===== src/rtl/fuzz_drv_pkg.sv =====
// Shared types and helpers for the fuzz vector driver: FSM state encoding,
// default Galois taps and MISR start value, and the single-step LFSR function.
// Imported by fuzz_lfsr32 and fuzz_vector_driver.
package fuzz_drv_pkg;

  typedef enum logic [1:0] {
    IDLE  = 2'd0,
    RUN   = 2'd1,
    DRAIN = 2'd2,
    DONE  = 2'd3
  } state_t;

  // x^32 + x^22 + x^2 + x + 1, right-shifting Galois form
  localparam logic [31:0] DEF_TAPS     = 32'h80200003;
  localparam logic [31:0] DEF_SIG_INIT = 32'hFFFFFFFF;

  function automatic logic [31:0] lfsr_step(input logic [31:0] x, input logic [31:0] taps);
    return (x >> 1) ^ (x[0] ? taps : 32'h0);
  endfunction

endpackage


===== src/rtl/fuzz_lfsr32.sv =====
// 32-bit Galois LFSR with synchronous load and step enable; load wins over enable.
// Latency: q updates one edge after load/en. No backpressure of its own (en is the stall).
// Ports: clk, rst_n (async active-low), load/load_val, en, q (current value, 0 in reset).
module fuzz_lfsr32
  import fuzz_drv_pkg::*;
#(
  parameter logic [31:0] TAPS = DEF_TAPS
) (
  input  logic        clk,
  input  logic        rst_n,
  input  logic        load,
  input  logic [31:0] load_val,
  input  logic        en,
  output logic [31:0] q
);

  always_ff @(posedge clk or negedge rst_n) begin
    if (!rst_n) begin
      q <= '0;
    end else if (load) begin
      q <= load_val;
    end else if (en) begin
      q <= lfsr_step(q, TAPS);
    end
  end

endmodule


===== src/rtl/fuzz_vector_driver.sv =====
// Fuzz stimulus driver: streams LFSR words to a DUT and folds its responses into a MISR.
// Latency: first vector valid one edge after start; each response folded RESP_LAT edges after its accept.
// Backpressure: stim_data holds while stim_valid & !stim_ready; the response pipe never stalls.
// Ports: clkin_data (bit 0 clock, bit 32 async active-low reset), start/seed/vec_count,
//        stim_data/stim_valid/stim_ready, resp_data/resp_probe, busy/done/signature/vec_idx.
// Build option: FUZZ_PROBE_CAPTURE_EN also folds a halfword-swapped resp_probe into the MISR.
module fuzz_vector_driver
  import fuzz_drv_pkg::*;
#(
  parameter int          RESP_LAT = 1,
  parameter logic [31:0] SIG_INIT = DEF_SIG_INIT,
  parameter logic [31:0] TAPS     = DEF_TAPS
) (
  input  logic [63:0] clkin_data,
  input  logic        start,
  input  logic [31:0] seed,
  input  logic [15:0] vec_count,
  output logic [31:0] stim_data,
  output logic        stim_valid,
  input  logic        stim_ready,
  input  logic [31:0] resp_data,
  input  logic [31:0] resp_probe,
  output logic        busy,
  output logic        done,
  output logic [31:0] signature,
  output logic [15:0] vec_idx
);

  // Pipe holding only its top bit means the final outstanding response is being folded.
  localparam logic [RESP_LAT-1:0] PIPE_LAST = RESP_LAT'(1) << (RESP_LAT - 1);

  logic                clk;
  logic                rst_n;
  state_t              state;
  state_t              state_nxt;
  logic [15:0]         remaining;
  logic [RESP_LAT-1:0] flag_pipe;
  logic [31:0]         lfsr_q;
  logic [31:0]         fold_value;
  logic                start_ok;
  logic                accept;
  logic                last_accept;
  logic                fold_en;
  logic                last_fold;

  assign clk   = clkin_data[0];
  assign rst_n = clkin_data[32];

  assign start_ok    = start && ((state == IDLE) || (state == DONE));
  assign stim_valid  = (state == RUN);
  assign accept      = stim_valid && stim_ready;
  assign last_accept = accept && (remaining == 16'd1);
  assign fold_en     = flag_pipe[RESP_LAT-1];
  assign last_fold   = (state == DRAIN) && (flag_pipe == PIPE_LAST);

  assign stim_data = lfsr_q;
  assign busy      = (state == RUN) || (state == DRAIN);
  assign done      = (state == DONE);

`ifdef FUZZ_PROBE_CAPTURE_EN
  assign fold_value = lfsr_step(signature, TAPS) ^ resp_data
                    ^ {resp_probe[15:0], resp_probe[31:16]};
`else
  assign fold_value = lfsr_step(signature, TAPS) ^ resp_data;
`endif

  // A zero seed would lock the LFSR, so it is replaced with 1.
  fuzz_lfsr32 #(
    .TAPS (TAPS)
  ) u_stim_lfsr (
    .clk      (clk),
    .rst_n    (rst_n),
    .load     (start_ok),
    .load_val ((seed == 32'h0) ? 32'h1 : seed),
    .en       (accept),
    .q        (lfsr_q)
  );

  always_ff @(posedge clk or negedge rst_n) begin
    if (!rst_n) begin
      state <= IDLE;
    end else begin
      state <= state_nxt;
    end
  end

  always_comb begin
    state_nxt = state;
    case (state)
      IDLE, DONE: if (start) state_nxt = (vec_count == 16'd0) ? DONE : RUN;
      RUN:        if (last_accept) state_nxt = DRAIN;
      DRAIN:      if (last_fold) state_nxt = DONE;
      default:    state_nxt = IDLE;
    endcase
  end

  always_ff @(posedge clk or negedge rst_n) begin
    if (!rst_n) begin
      signature <= '0;
      vec_idx   <= '0;
      remaining <= '0;
      flag_pipe <= '0;
    end else begin
      // Responses are free-running relative to accepts, so the pipe shifts every edge.
      flag_pipe <= (flag_pipe << 1) | RESP_LAT'(accept);
      if (start_ok) begin
        signature <= SIG_INIT;
        vec_idx   <= '0;
        remaining <= vec_count;
      end else begin
        if (accept) begin
          vec_idx   <= vec_idx + 16'd1;
          remaining <= remaining - 16'd1;
        end
        if (fold_en) begin
          signature <= fold_value;
        end
      end
    end
  end

endmodule


===== config.mk =====
export PLATFORM = sky130hd
export DESIGN_NAME = fuzz_vector_driver
export DESIGN_NICKNAME = d
export VERILOG_FILES = /design/src/rtl/fuzz_drv_pkg.sv /design/src/rtl/fuzz_lfsr32.sv /design/src/rtl/fuzz_vector_driver.sv
export SDC_FILE = /design/constraint.sdc
export NUM_CORES = 1
export LEC_CHECK = 0
export ABC_AREA = 1
export BUFFER_PORTS_ARGS = -buffer_cell sky130_fd_sc_hd__buf_2
export CORE_ASPECT_RATIO = 0.9
export CORE_MARGIN = 4
export CORE_UTILIZATION = 25
export DETAILED_ROUTE_END_ITERATION = 12
export PLACE_DENSITY = 0.55
export SETUP_SLACK_MARGIN = 0.5
export SYNTH_ARGS = -nofsm -noshare
export SYNTH_HDL_FRONTEND = slang
export SYNTH_SLANG_ARGS = --single-unit

===== constraint.sdc =====
create_clock -name clkin_data -period 1.9 [get_ports clkin_data]
set_input_delay 0.285 -clock clkin_data [delete_from_list [all_inputs] [get_ports clkin_data]]
set_output_delay 0.285 -clock clkin_data [all_outputs]
set_load 0.05 [all_outputs]

# Word level (Yosys, flattened, before mapping)
# Cells that the tools add are included.
classes:
  add_sub_neg: 2
  multipliers: 0
  div: 0
  magnitude_cmp: 0
  eq_ne: 7
  shift: 0
  mux: 16
  bitwise_logic: 3
  n_reduce_logical: 13
op_table:
  columns: ["cell", "count"]
  rows:
  - ["32-bit two-way mux", 7]
  - ["16-bit two-way mux", 4]
  - ["31-bit by 32-bit bitwise XOR with 32-bit output", 2]
  - ["32-bit logical NOT", 1]
  - ["32-bit bitwise XOR", 1]
  - ["16-bit by 1-bit adder with 16-bit output (second input constant)", 1]
  - ["16-bit by 1-bit equality test with 1-bit output (second input constant)", 1]
  - ["16-bit logical NOT", 1]
  - ["16-bit by 1-bit subtractor with 16-bit output (second input constant)", 1]
  - ["2-bit two-way mux", 4]
  - ["2-bit case mux with 3 select lines", 1]
  - ["2-bit equality test (second input constant)", 2]
  - ["1-bit logical AND", 4]
  - ["2-bit inequality test (second input constant)", 2]
  - ["2-bit nonzero test", 2]
  - ["3-bit AND reduction", 1]
  - ["2-bit by 1-bit equality test with 1-bit output (second input constant)", 1]
  - ["2-bit logical NOT", 1]
  - ["1-bit logical OR", 2]
  - ["2-bit by 1-bit inequality test with 1-bit output (second input constant)", 1]
  - ["2-bit OR reduction", 1]
totals:
  ff_bits: 99
  latch_bits: 0
  mem_bits_rw: 0
  romBits: 0
  inputBits: 178
  output_inout_bits: 83
  mem_count: 0

# Depth between registers and ports, before layout
depth:
  word_depth: 5
  mapped_depth: 11

# Modules after synthesis
# Synthesis repeated with hierarchy kept, for this count alone.
hier_totals:
  cells_unflattened: 683
  area_unflattened_um2: 5306.3
by_module_without_submodules:
  columns: ["mod", "instances", "cells_per_inst", "area_each_um2"]
  rows:
  - ["fuzz_vector_driver", 1, 497, 3851.2]
  - ["fuzz_lfsr32", 1, 186, 1455.1]

# Worst setup path after synthesis
# OpenSTA, ideal clock, no wires.
synth_path:
  kind: "register to register"
  startpoint: "reg state[1]"
  endpoint: "reg vec_idx[14]"
  setup_ns: 0.120
  arrival_time_ns: 1.789
  path_slack_ns: -0.009
  path_stages_with_launch: 12
  path_cell_list: "dfrtp_1 > inv_1 > ha_1 > nand2_4 > nor2_4 > nand2_2 > nor2_2 > nand2_1 > nand2_1 > nand2_1 > o21ai_0 > inv_1"
synth_via:
  elab_cells_between_ends: 8
synth_rtl:
  columns: ["item", "line", "source"]
  rows:
  - ["start, declared", "fuzz_vector_driver.sv:34", "state_t state;"]
  - ["start signal, assigned", "fuzz_vector_driver.sv:83", "state <= state_nxt;"]
  - ["2-bit by 1-bit equality test with 1-bit output", "fuzz_vector_driver.sv:50", "assign stim_valid = (state == RUN);"]
  - ["via stim_valid", "fuzz_vector_driver.sv:19", "output logic stim_valid,"]
  - ["1-bit logical AND", "fuzz_vector_driver.sv:51", "assign accept = stim_valid && stim_ready;"]
  - ["2-bit nonzero test (no line)", null, null]
  - ["end signal, assigned", "fuzz_vector_driver.sv:112", "vec_idx <= vec_idx + 16'd1;"]
  - ["end, declared", "fuzz_vector_driver.sv:26", "output logic [15:0] vec_idx"]
# The timed path passes the listed nets, and every way through them passes these cells.
# A chain may end at the register's enable or synchronous reset.

# Worst setup path after layout
layout_path:
  startpoint: "reg state[1]"
  endpoint: "out busy"
layout_via:
  elab_chain_cells: 2
  elab_cells_between_ends: 3
layout_lines:
  columns: ["item", "line", "source"]
  rows:
  - ["2-bit by 1-bit equality test with 1-bit output / 2-bit equality test (equally long branches)", "fuzz_vector_driver.sv:57", "assign busy = (state == RUN) || (state == DRAIN);"]
  - ["1-bit logical OR (*)", "fuzz_vector_driver.sv:57", null]
  - ["end, declared", "fuzz_vector_driver.sv:23", "output logic busy,"]
# Mark *: on every way between the ends. The rest lies on a longest branch, timed or not.

==> results.tsv <==
stage	metric	value	unit
outcome	outcome	finished, violations left	
outcome	failing checks	negative hold slack	
synthesis	Synth area leaders	dfrtp_1 (48%), nand2_1 (7.3%), xnor2_1 (6.1%)	
global_routing	first-pass GRT wire length	25800	µm
synthesis	Ys Warns	0	
synthesis	sequential element share of the synthesized area	48.0	%
critical_path	worst path required time	1620	ps
critical_path	startpoint types	register	
pwr	P per Cell Area	2050	mW/mm²
global_routing	vias in the first global route	5128	
cts	Clk pin slew, worst setup/hold paths	80	ps
critical_path	Worst setup EP type	output pin	
cts	CTS tree	done	
timing	Final min period	1640	ps
timing	Slew @ Worst Pin	563	ps
timing	Hold Fails Final Rpt	99	
synthesis	Top FF cell, synth	dfrtp_1	
finish	fin area	0.00745	mm²
cts	hold bufs inserted after CTS	0	
critical_path	WS Path Type	reg -> out	
critical_path	R2R Path Start	state[1]$_DFFE_PN0P_	
cts	clk_lat worst skew	350	ps
drt	Via density	4.59	
timing	setup ws final	264	ps
timing	Fin Hold WS	-334	ps
synthesis	post-synthesis async set-or-reset flop share	100	%
place	dpl cells	1022	
synthesis	Mapped Cells	619	
place	routability congestion estimate	0.768	
synthesis	Avg Cell Area, Syn	8.33	µm²
finish	Nets	990	
place	Place WS	136	ps
place	PortBufs	165	
finish	Inserted Diodes	0	
die	die width	159	µm
finish	commonest cells after routing, fill and taps aside	buf_2 (155), nand2_1 (91), dfrtp_1 (85)	
critical_path	worst-case reg-to-reg path depth	8	
synthesis	Mapped Nets	803	
place	Placement Cell Area	0.00634	mm²
die	# IOs	261	
place	HPWL Detailed	11000	µm
drt	DRT iter0 DRCs	344	
die	initial core utilization	25.6	%
critical_path	CP max FO	4	
drt	Via Count	4929	
hold_path	worst hold path class	clk -> async	
finish	layout cells sized above 1	37.3	%
die	row cnt	49	
timing	final clock skew	9.96	ps
finish	Post-Layout Cell Count	1073	
synthesis	Unique masters post-synth	36	
timing	Rel. slew slack	62.5	%
finish	area grow syn2layout	44.4	%
global_routing	GRT Total Usage	14.5	%
synthesis	Synth Register Bits	99	
timing	setup TNS	0	ps
die	die span in y	144	µm
timing	Final Max Slew Viols	0	
global_routing	initial antenna violation count	0	
synthesis	Post-synth EDFFs	0	
pwr	Power Total	15.3	mW
pwr	LEAKAGE	3.32	nW
die	Core Box Area	0.0201	mm²
timing	Max Clock Freq	611	MHz
synthesis	post-synth top area share	48.0	%
pwr	Peak supply drop	1.22	mV
finish	commonest non-fill, non-tap cell in the layout	buf_2	
critical_path	Reg2Reg Capture Point	remaining[3]$_DFFE_PN0P_	
drt	Routed WL	16100	µm
critical_path	CP Buf/Inv Count	2	
flow_run	max_cap viols	0	
synthesis	largest area contributor in the synthesized netlist	dfrtp_1	
drt	Routed WL per cell	15.0	µm
drt	Post-route DRC	0	
drt	DRT Pass-1 Iters	4	
critical_path	Reg2Reg Setup Slack	290	ps
critical_path	Critical Path AT	1350	ps
critical_path	Max stage delay on crit path	450	ps
critical_path	CP max stage cell	dfrtp_2	
die	die area	0.0230	mm²
critical_path	Top delay family on crit path	flip-flops	
synthesis	Mapped Area	0.00516	mm²
timing	period utilisation layout	86.1	%
timing	RSZ-0062 raised after global routing	true	
global_routing	largest net degree at the start of global routing	65	
drt	final antenna-violating net count	0	
timing	final setup fails	0	
critical_path	crit path cell chain	ha_4, clkinvlp_4, buf_6	
global_routing	gr ovfl total	0	
cell usage after synthesis (5+ instances only):
master	count
clkbuf_1	7
a21oi_1	53
nor2_4	7
o211ai_1	7
dfrtp_1	99
nand2_1	100
nor2_1	82
xnor2_1	36
nor3_1	7
ha_1	6
o22ai_1	25
nand2_2	6
inv_1	48
nand3_1	33
xor2_1	6
nand4_1	7
buf_2	12
inv_2	5
o21ai_0	46
cell families (layout without fill, tap and decap cells):
logic type,Yosys count,after routing,synth area share (%)
AOI/OAI and AO/OA,142,142,15.3
DFF,99,99,48.0
xor gates and xnor gates,42,42,7.13
and+or+nand+nor,250,250,21.6
adders and majority gates,6,6,1.46
buffers and inverters,80,279,6.48
repair_timing:
item / CTS / global route
gates resized for setup: 59 / 41
endpoints found under the setup margin: 105 / 103
pin swaps: 10 / 13
setup buffers: 13 / 4
cloned: 2 / 0
power by group:
group          total (mW)  switching, mW  internal [mW]
Sequential           3.41          0.807           2.61
Clock                4.05           2.12           1.93
Combinational        7.81           5.19           2.62
through the flow:
step / hold slack [ps] / util (%)
floorplan: -296 / -
global placement: -296 / 31.5
detailed placement: -296 / 31.5
CTS: -331 / 36.2
global route: -340 / 37.0
finish: -334 / 37.0
cell type report:
type / instances / area, µm²
clock buffer: 19 / 464
inverter: 53 / 228
tap: 255 / 319
timing repair inverter: 1 / 16.3
clock inverter: 13 / 139
timing repair buffer: 193 / 1200
fill: 2099 / 12700
sequential: 99 / 2490
multi-input combinational: 440 / 2590
flip-flops by register name, indices dropped and copies added, names as in the netlist:
signal         count
flag_pipe          1
remaining         16
signature         32
state              2
u_stim_lfsr.q     32
vec_idx           16
worst reg2reg max path, cell delays in order (launching register included):
cell and delay [ps]:
dfrtp_2 450, ha_4 310, nand2_4 110, inv_8 110, nor2_4 40, buf_12 140, buf_6 140, o21ai_0 80
o211ai_1 100
routing by layer:
| metal | vias to the layer above | part of all wire, % | track usage [%] |
|---|---|---|---|
| met4 | 0 | 1.8 | 8.81 |
| met3 | 28 | 7.8 | 8.09 |
| met2 | 166 | 44 | 20.2 |
| met5 | - | 0 | 0 |
| met1 | 2282 | 46 | 17.5 |
| li1 | 2453 | - | - |
how the worst max path moves through the flow:
stage / startpoint / to / slack (ps) / cells after the start
CTS: state[1]$_DFFE_PN0P_ / busy / 230 / 3
finish: state[1]$_DFFE_PN0P_ / busy / 260 / 3
global placement: state[0]$_DFFE_PN0P_ / u_stim_lfsr.q[30]$_DFFE_PN0P_ / 190 / 7
floorplan: state[0]$_DFFE_PN0P_ / state[0]$_DFFE_PN0P_ / 330 / 6
detailed placement: state[0]$_DFFE_PN0P_ / u_stim_lfsr.q[30]$_DFFE_PN0P_ / 140 / 7
global route: state[1]$_DFFE_PN0P_ / vec_idx[14]$_DFFE_PN0P_ / 190 / 11
Note: power is estimated with default switching activity, not from simulation.
